[config.mk]
export PLATFORM = sky130hd
export DESIGN_NAME = fixed_to_float
export DESIGN_NICKNAME = d
export VERILOG_FILES = /design/src/rtl/fixed_to_float_pkg.sv /design/src/rtl/fp_round_pack.sv /design/src/rtl/fixed_to_float.sv
export SDC_FILE = /design/constraint.sdc
export NUM_CORES = 1
export LEC_CHECK = 0
export ABC_AREA = 1
export CORE_ASPECT_RATIO = 0.6
export CORE_MARGIN = 2
export CORE_UTILIZATION = 42
export CTS_BUF_LIST = sky130_fd_sc_hd__clkbuf_8
export CTS_CLUSTER_SIZE = 8
export DETAILED_ROUTE_END_ITERATION = 10
export DONT_BUFFER_PORTS = 1
export GPL_TIMING_DRIVEN = 0
export MAX_ROUTING_LAYER = met4
export SYNTH_ARGS = -nofsm -noshare
export SYNTH_HDL_FRONTEND = slang
export SYNTH_SLANG_ARGS = --single-unit
[constraint.sdc]
create_clock -name clock -period 2.9 [get_ports clock]
set_input_delay 0.145 -clock clock [delete_from_list [all_inputs] [get_ports clock]]
set_output_delay 0.145 -clock clock [all_outputs]
set_load 0.02 [all_outputs]
[src/rtl/fixed_to_float_pkg.sv]
// ---------------------------------------------------------------------------
// fixed_to_float_pkg
//
// Shared definitions for the Q1.31 fixed-point to IEEE-754 single-precision
// converter: the controller state type, the exponent/fraction constants and
// a helper that turns a leading-zero count into a biased exponent.
//
// Contents:
//   state_e       controller states IDLE, ABS, NORM, PACK, DONE
//   EXP_OFFSET    biased exponent of a leading one at bit 0 (bit p -> p+96)
//   FRAC_W        stored fraction width of a single-precision word
//   NORM_STEPS    number of binary-search normalisation steps (16,8,4,2,1)
//   LATENCY       enabled edges from accepted start to registered done
//   biased_exp()  leading-zero count -> biased exponent
// ---------------------------------------------------------------------------
package fixed_to_float_pkg;

  localparam int EXP_OFFSET = 96;
  localparam int FRAC_W     = 23;
  localparam int NORM_STEPS = 5;
  localparam int LATENCY    = 7;

  typedef enum logic [2:0] {
    IDLE = 3'd0,
    ABS  = 3'd1,
    NORM = 3'd2,
    PACK = 3'd3,
    DONE = 3'd4
  } state_e;

  // A leading one at bit p of the 32-bit magnitude has lz = 31 - p, and
  // the Q1.31 weight of bit 31 is 2^0, so the biased exponent is
  // 127 - lz, i.e. EXP_OFFSET + 31 - lz.
  function automatic logic [7:0] biased_exp(input logic [4:0] lz);
    return 8'(EXP_OFFSET + 31 - int'(lz));
  endfunction

endpackage

[src/rtl/fp_round_pack.sv]
// ---------------------------------------------------------------------------
// fp_round_pack
//
// Combinational packer: takes a sign, a biased exponent and a left-
// normalised 32-bit magnitude (leading one in bit 31, or all zero) and
// builds the 32-bit IEEE-754 single-precision word.
//
// Configuration macro: FIXED_TO_FLOAT_ROUND_EN
//   defined   -> round to nearest, ties to even, using guard/sticky/LSB;
//                a fraction carry-out clears the fraction and bumps the
//                exponent.
//   undefined -> truncate the fraction (guard and sticky ignored).
//
// Ports:
//   sign_i   sign of the original value (1 = negative)
//   exp_i    biased exponent for the normalised magnitude (96..127)
//   mag_i    normalised magnitude, implicit one in bit 31
//   word_o   packed single-precision word (+0.0 when mag_i is zero)
// ---------------------------------------------------------------------------
module fp_round_pack
  import fixed_to_float_pkg::*;
(
  input  logic        sign_i,
  input  logic [7:0]  exp_i,
  input  logic [31:0] mag_i,
  output logic [31:0] word_o
);

  logic [FRAC_W-1:0] frac;
  logic [FRAC_W-1:0] fracOut;
  logic [7:0]        expOut;
`ifdef FIXED_TO_FLOAT_ROUND_EN
  logic              guard;
  logic              sticky;
  logic              roundUp;
  logic [FRAC_W:0]   fracRnd;
`endif

  // Split the normalised magnitude into the stored fraction (the bits just
  // below the implicit one) and, when rounding, the guard and sticky bits.
  // An all-zero magnitude bypasses everything and yields +0.0, since the
  // exponent range never reaches the zero/denormal encoding by itself.
  always_comb begin
    frac    = mag_i[30 -: FRAC_W];
    fracOut = frac;
    expOut  = exp_i;
`ifdef FIXED_TO_FLOAT_ROUND_EN
    guard   = mag_i[30-FRAC_W];
    sticky  = |mag_i[30-FRAC_W-1:0];
    roundUp = guard & (sticky | frac[0]);
    fracRnd = {1'b0, frac} + {{FRAC_W{1'b0}}, roundUp};
    if (fracRnd[FRAC_W]) begin
      fracOut = '0;
      expOut  = exp_i + 8'd1;
    end else begin
      fracOut = fracRnd[FRAC_W-1:0];
      expOut  = exp_i;
    end
`endif
    if (mag_i == 32'd0) begin
      word_o = 32'd0;
    end else begin
      word_o = {sign_i, expOut, fracOut};
    end
  end

endmodule

[src/rtl/fixed_to_float.sv]
// ---------------------------------------------------------------------------
// fixed_to_float
//
// Multi-cycle converter from a signed Q1.31 fixed-point value (e.g. a cordic
// cosine output) to an IEEE-754 single-precision word. The controller walks
// IDLE -> ABS -> NORM (5 cycles) -> PACK -> DONE -> IDLE, giving a fixed
// latency of 7 enabled clock edges from the accepted start to done.
//
// Configuration macro: FIXED_TO_FLOAT_ROUND_EN (see fp_round_pack); when
// undefined the fraction is truncated. Latency and ports are identical.
//
// Ports:
//   clock   single clock, all state updates on its rising edge
//   aclr    synchronous active-high reset, wins over clk_en
//   clk_en  clock enable; all state holds while low
//   start   conversion request, only honoured in IDLE
//   dataa   Q1.31 input, captured on the accepted start edge
//   done    one-cycle pulse (held while frozen) marking a fresh result
//   result  packed single-precision word, held until the next done
// ---------------------------------------------------------------------------
module fixed_to_float
  import fixed_to_float_pkg::*;
(
  input  logic        clock,
  input  logic        aclr,
  input  logic        clk_en,
  input  logic        start,
  input  logic [31:0] dataa,
  output logic        done,
  output logic [31:0] result
);

  state_e      state_q, state_d;
  logic [31:0] data_q, data_d;
  logic        sign_q, sign_d;
  logic [31:0] mag_q, mag_d;
  logic [4:0]  lz_q, lz_d;
  logic [2:0]  step_q, step_d;
  logic [31:0] result_q, result_d;
  logic        done_q, done_d;

  logic [4:0]  shiftAmt;
  logic [31:0] topMask;
  logic [31:0] packWord;

  // Rounding/packing is purely combinational; its output is only
  // registered into result while the controller sits in PACK.
  fp_round_pack u_pack (
    .sign_i (sign_q),
    .exp_i  (biased_exp(lz_q)),
    .mag_i  (mag_q),
    .word_o (packWord)
  );

  // Controller state register. Reset is synchronous and overrides the
  // clock enable so an abort always lands in IDLE.
  always_ff @(posedge clock) begin
    if (aclr) begin
      state_q <= IDLE;
    end else if (clk_en) begin
      state_q <= state_d;
    end
  end

  // Datapath registers follow the same reset/enable rules as the state,
  // so a freeze holds the whole conversion, including a pending done.
  always_ff @(posedge clock) begin
    if (aclr) begin
      data_q   <= 32'd0;
      sign_q   <= 1'b0;
      mag_q    <= 32'd0;
      lz_q     <= 5'd0;
      step_q   <= 3'd0;
      result_q <= 32'd0;
      done_q   <= 1'b0;
    end else if (clk_en) begin
      data_q   <= data_d;
      sign_q   <= sign_d;
      mag_q    <= mag_d;
      lz_q     <= lz_d;
      step_q   <= step_d;
      result_q <= result_d;
      done_q   <= done_d;
    end
  end

  // Next-state and datapath logic. NORM is a binary search for the leading
  // one: step k tests whether the top (16 >> k) bits are all zero and, if
  // so, shifts them out and adds the shift to the leading-zero count. After
  // five steps bit 31 holds the leading one (or the value is zero, in which
  // case lz saturates at 31 and the packer outputs +0.0). done is only set
  // on the PACK -> DONE transition, so it drops on the next enabled edge.
  always_comb begin
    state_d  = state_q;
    data_d   = data_q;
    sign_d   = sign_q;
    mag_d    = mag_q;
    lz_d     = lz_q;
    step_d   = step_q;
    result_d = result_q;
    done_d   = 1'b0;
    shiftAmt = 5'd16 >> step_q;
    topMask  = ~(32'hFFFF_FFFF >> shiftAmt);

    case (state_q)
      IDLE: begin
        if (start) begin
          data_d  = dataa;
          state_d = ABS;
        end
      end

      // Two's-complement negate of 0x80000000 wraps back to 0x80000000,
      // which read as unsigned is exactly the required 2^31 magnitude.
      ABS: begin
        sign_d  = data_q[31];
        mag_d   = data_q[31] ? (~data_q + 32'd1) : data_q;
        lz_d    = 5'd0;
        step_d  = 3'd0;
        state_d = NORM;
      end

      NORM: begin
        if ((mag_q & topMask) == 32'd0) begin
          mag_d = mag_q << shiftAmt;
          lz_d  = lz_q + shiftAmt;
        end
        step_d = step_q + 3'd1;
        if (step_q == 3'(NORM_STEPS - 1)) begin
          state_d = PACK;
        end
      end

      PACK: begin
        result_d = packWord;
        done_d   = 1'b1;
        state_d  = DONE;
      end

      DONE: begin
        state_d = IDLE;
      end

      default: begin
        state_d = IDLE;
      end
    endcase
  end

  assign done   = done_q;
  assign result = result_q;

endmodule

# After elaboration in Yosys (flattened, before gate mapping)
# Cells that the tools add are included.
[classes]
shift = 3
reduce_logical = 10
n_addsub = 4
bitwise = 3
eq_ne = 7
muxes = 11
[op_table]
columns = ["op", "n"]
rows = [
  ["two-way mux 32 bit", 3],
  ["zero test 32 bit", 2],
  ["inverter 32 bit", 2],
  ["case mux 32 bit (2 select lines)", 1],
  ["adder 32 x 1 -> 32 bit, second input constant", 1],
  ["bitwise AND 32 bit", 1],
  ["<< shifter 32 x 5 -> 32 bit", 1],
  [">> shifter 32 x 5 -> 32 bit, first input constant", 1],
  ["case mux 3 bit (4 select lines)", 1],
  ["case mux 5 bit (2 select lines)", 1],
  ["AND reduction 3 bit", 3],
  ["subtractor 7 x 5 -> 8 bit, first input constant", 1],
  ["== test 3 x 2 -> 1 bit, second input constant", 2],
  ["two-way mux 3 bit", 2],
  ["!= test 2 bit, second input constant", 3],
  ["case mux 3 bit (2 select lines)", 1],
  ["AND reduction 2 bit", 3],
  ["adder 5 bit", 1],
  ["two-way mux 5 bit", 1],
  [">> shifter 5 x 3 -> 5 bit, first input constant", 1],
  ["adder 3 x 1 -> 3 bit, second input constant", 1],
  ["== test 3 x 1 -> 1 bit, second input constant", 1],
  ["== test 3 bit, second input constant", 1],
  ["zero test 3 bit", 1],
  ["2 further kinds", 2],
]
[word_totals]
input_bits = 36
word_cells = 46
output_inout_bits = 33
ff_bits = 109

# Longest topological paths before layout
[logic_depth]
word_depth = 7
ltp_mapped = 20
ltp_nobuf = 18

# Modules after synthesis
# A second synthesis with hierarchy kept.
[hier_totals]
hier_cells = 1282
area_unflattened_um2 = 7662.3
[modules_own_cells]
columns = ["mod", "seq_area_each_um2", "area_each_um2", "n_inst", "cells_per_inst"]
rows = [
  ["fixed_to_float", 2182.1, 7378.3, 1, 1210],
  ["fp_round_pack", 0.0, 284.0, 1, 72],
]

# Worst setup path before layout
# No wires, ideal clock.
[synth_timing]
kind = "reg-to-reg"
startpoint = "reg step_q[1]"
endpoint = "reg lz_q[4]"
n_path_buf = 1
path_slack_ps = 533
period_less_slack_ps = 2367
arrival_ps = 2251
stages_incl_launch_ff = 15
setup_time_ps = 116
required_time_ps = 2784
cell_sequence = "dfxtp_1 > inv_1 > ha_1 > nand2_2 > buf_6 > clkinv_1 > ha_1 > ha_1 > a21oi_1 > o21ai_0 > a21o_1 > xor2_1 > nor2_1 > nor2_1 > nor2_1"
[synth_between]
elab_chain_len = 7
elab_cells_between_ends = 10
cone_classes = "1 x add/sub; 1 x eq/ne; 2 x shift; 2 x mux; 2 x bitwise; 2 x reduce/logical"
[synth_lines]
columns = ["element", "line", "rtl"]
rows = [
  ["start: declaration", "fixed_to_float.sv:38", "logic [2:0] step_q, step_d;"],
  ["start signal: assignment", "fixed_to_float.sv:81", "step_q <= step_d;"],
  [">> shifter 5 x 3 -> 5 bit *", "fixed_to_float.sv:102", "shiftAmt = 5'd16 >> step_q;"],
  [">> shifter 32 x 5 -> 32 bit", "fixed_to_float.sv:103", "topMask = ~(32'hFFFF_FFFF >> shiftAmt);"],
  ["inverter 32 bit", "fixed_to_float.sv:103", ""],
  ["bitwise AND 32 bit", "fixed_to_float.sv:124", "if ((mag_q & topMask) == 32'd0) begin"],
  ["zero test 32 bit", "fixed_to_float.sv:124", ""],
  ["!= test 2 bit (no line)", "n/a", ""],
  ["AND reduction 3 bit (no line)", "n/a", ""],
  ["end signal: assignment", "fixed_to_float.sv:80", "lz_q <= lz_d;"],
  ["end: declaration", "fixed_to_float.sv:37", "logic [4:0] lz_q, lz_d;"],
]
# Mark *: on every way between the ends. The rest lies on a longest branch, timed or not. The select of a mux whose other input is x is not followed.
# A chain may end at the register's enable or synchronous reset.

# Final worst setup path
[layout_timing]
startpoint = "reg step_q[1]"
endpoint = "reg mag_q[28]"
[layout_between]
elab_chain_len = 7
elab_cells_between_ends = 10
cone_classes = "1 x eq/ne; 3 x shift; 2 x mux; 2 x bitwise; 2 x reduce/logical"
[layout_lines]
columns = ["element", "line", "rtl"]
rows = [
  [">> shifter 5 x 3 -> 5 bit *", "fixed_to_float.sv:102", ""],
  [">> shifter 32 x 5 -> 32 bit", "fixed_to_float.sv:103", ""],
  ["inverter 32 bit", "fixed_to_float.sv:103", ""],
  ["bitwise AND 32 bit", "fixed_to_float.sv:124", ""],
  ["zero test 32 bit", "fixed_to_float.sv:124", ""],
  ["!= test 2 bit (no line)", "n/a", ""],
  ["AND reduction 3 bit (no line)", "n/a", ""],
  ["end signal: assignment", "fixed_to_float.sv:79", "mag_q <= mag_d;"],
  ["end: declaration", "fixed_to_float.sv:36", "logic [31:0] mag_q, mag_d;"],
]
# Marked as above.

==> out/metrics.yaml <==
status: "finished, final reports clean"
yosys.cell_types.count: 44
die_span_in_x_um: 173
rsz0062_at_grt: "false"
tritoncts: "yes"
compound_gate_portion_of_the_synthesized_area: 0.199
final_max_slew_viol_count: 0
grt_pass1_wl_um: 44700
power.share.combinational: 0.319
post_synth_and_or_nand_nor_area_fraction: 0.375
cp.arrival_ns: 3.13
dp_slack_ns: -0.322
finalWirelength_um: 29800
power_frac_seq: 0.428
min-delay-path-class: "in2reg"
syn_to_final_growth_pct: 12.9
detail_route.wl_per_cell_um: 20.2
yosys-top-cells-area: "dfxtp_1 30%, nand2_1 16%, nand3_1 10%"
synth_top_family_by_area: "simple AND/OR/NAND/NOR gates"
clock_power_share: 0.253
floorplan.initialDensity: 0.425
worst-path-max-fanout: 10
ant_nets: 0
dieHeight_um: 105
startpoint_type: "flop"
final_layout_size_suffix_gt1_frac: 0.0759
post_synth_fa_ha_maj_area_fraction: 0.0174
tightest_slew_ns: 0.817
synth.mux.area_fraction: 0.00139
drt_pre_antenna_iters: 6
antennaDiodeCount: 0
drcViolationCount: 0
top_ff_cell_synth: "dfxtp_1"
grt_util_all_layers: 0.336
headroom_to_the_max_slew_limit: 0.455
post-synth-top-area-fraction: 0.297
p_total_mw: 4.07
ios: 69
use_met2: 0.405
yosys_warnings: 0
grt_remaining_overflow: 0
synth.most_common_cell: "nand2_1"
end_kind: "flop"
finalHoldWorstSlack_ns: 0.0537
floorplan.die_area_mm2: 0.0183
number_of_flops_mapped_to_enable_cells_by_yosys: 0
root_buf_cell: "clkbuf_8"
dr.first_iter.drc_count: 1089
ys_ff_latch: 107
syn-num-nets: 1232
number_of_clock_buffers_inserted_by_tritoncts: 9
grt_pass1_vias: 7370
grt_most_used_layer: "met1"
dr_total_vias: 8349
mapped_cell_area_mm2: 0.00720
fp-row-count: 37
finalCritPeriodShare: 0.961
required_ns: 3.24
synth_top_area_cell: "dfxtp_1"
total_leakage_power_nw: 3.44
initial_antenna_violation_count: 0
synth_xor_area_frac: 0.00729
power.density_cell_area_mw_per_mm2: 501
sw_frac_of_total: 0.406
clk-insertion-delay-late_ns: 0.44
hold_viol_final: 0
cts_sink_cnt: 107
gr-usage-met1: 0.536
final_nets: 1280
maxCapViolations: 0
dp_hpwl_um: 23900
clock_transition_at_path_regs_ns: 0.12
global_placer_s_final_weighted_congestion: 1.03
synth_seq_area_share: 0.297
h_tree_depth: 3
timing.final.crit_period_ns: 2.79
vdd_ir_drop_max_uv: 509
internal_power_mw: 2.42
switching_power_mw: 1.66
detail_route.vias_per_cell: 5.67
largest_net_degree_at_the_start_of_global_routing: 21
synth_cells: 1186
synth.avg_cell_area_um2: 6.07
fp.coreArea_mm2: 0.0169
synth-async-reset-ratio: 0
port_buffers: 0
setup_slack_ns: 0.112
timing_worst_setup_path_type: "reg2reg"
timing.final.setup_violations: 0
maxClockFrequency_mhz: 359
synth.cells.most_frequent: "304 x nand2_1, 150 x nand3_1, 132 x nor2_1, 124 x o21ai_0, 107 x dfxtp_1"
groute.layer.met3.usage: 0.0952
cts_buffer_depth: 2
worst_clock_skew_ns: 0.0198
worst max-delay path: stages (launching register included):
cell and delay, ns:
dfxtp_2 0.43, inv_1 0.08, ha_1 0.32, nand2_4 0.20
nand2_1 0.10, o21ai_1 0.21, nand3_1 0.10, nor2_1 0.12
nand2_1 0.07, nor2_1 0.20, nand2_1 0.18, nand2_4 0.19
inv_4 0.07, buf_6 0.16, nor2_4 0.19, nor2_1 0.05
routing by layer:
layer	up-vias	part of all wire
li1	4029	-
met1	3906	0.51
met2	396	0.36
met3	18	0.12
met4	0	0.0065
met5	-	0
registers in the layout, indices dropped and copies added (netlist names):
signal and flops:
lz_q 5, state_q 3, sign_q 1, mag_q 32, step_q 3, done 1
data_q 32, result 30
power groups by stage:
| stage | registers [mW] | clock network, mW | logic [mW] |
|---|---|---|---|
| after global routing | 1.75 | 1.10 | 1.44 |
| after detailed placement | 1.77 | 0 | 1.20 |
| after floorplan | 1.70 | 0 | 0.845 |
| final | 1.74 | 1.03 | 1.30 |
| after CTS | 1.74 | 1.06 | 1.24 |
| after global placement | 1.77 | 0 | 1.20 |
worst paths after layout:
path	startpoint	to	slack (ns)	depth (start not counted)
max	step_q[1]$_SDFFE_PP0P_	mag_q[28]$_SDFFE_PP0P_	0.11	15
min	clk_en	step_q[0]$_SDFFE_PP0P_	0.05	2
max reg2reg	step_q[1]$_SDFFE_PP0P_	mag_q[28]$_SDFFE_PP0P_	0.11	15
min reg2reg	data_q[3]$_SDFFE_PP0P_	data_q[3]$_SDFFE_PP0P_	0.50	2
cell families (layout without fill, tap and decap cells):
family / count (synthesis) / count (layout)
flops: 107 / 107
fa+ha+maj: 10 / 10
simple gates: 633 / 633
xor+xnor: 6 / 6
other cells: 1 / 1
buf+inv: 162 / 215
compound gates: 266 / 266
mux: 1 / 1
placed cells by master (no fill, tap or decap), drive strengths merged:
master       Yosys  final
nor3             9      9
a31oi            2      2
dlygate4sd3      0     32
nand2          310    310
bufinv           0      1
nor2           134    134
inv             92     96
nand3          151    151
nand4           12     12
mux2i            1      1
o31ai            5      5
ha              10     10
a32o             1      1
clkbuf          40     50
dfxtp          107    107
o221ai           1      1
xnor2            1      1
nor4             2      2
buf             28     32
o211ai          20     20
xor2             5      5
a21oi           94     94
clkinv           2      4
and3             1      1
conb             1      1
or2             13     13
a21o             1      1
o21ai          140    140
a21boi           2      2
and2             1      1
final cells by class:
| cell class | count | area, um^2 |
|---|---|---|
| Buffer | 68 | 383 |
| Clock buffer | 9 | 124 |
| Clock inverter | 7 | 91.3 |
| Fill cell | 1934 | 8810 |
| Inverter | 94 | 362 |
| Multi-Input combinational cell | 917 | 4360 |
| Sequential cell | 107 | 2140 |
| Tap cell | 234 | 293 |
| Timing Repair Buffer | 37 | 370 |
repair_timing:
item / CTS / global route
pin swaps: 0 / 2
endpoints found under the setup margin: 18 / 36
hold buffers: 32 / 0
gates resized for setup: 11 / 12
hold endpoints to repair: 32 / 0
buffers inserted: 0 / 5
per-stage QoR:
stage                     TNS, ns   util  instances  area [um^2]
after CTS                       0  0.476       1468         8060
after global routing            0  0.480       1473         8130
after floorplan                 0      -       1186         7200
after global placement      -2.18  0.442       1420         7500
after detailed placement    -1.23  0.442       1420         7500
final                           0  0.480       1473         8130
Note: power is estimated with default switching activity, not from simulation.
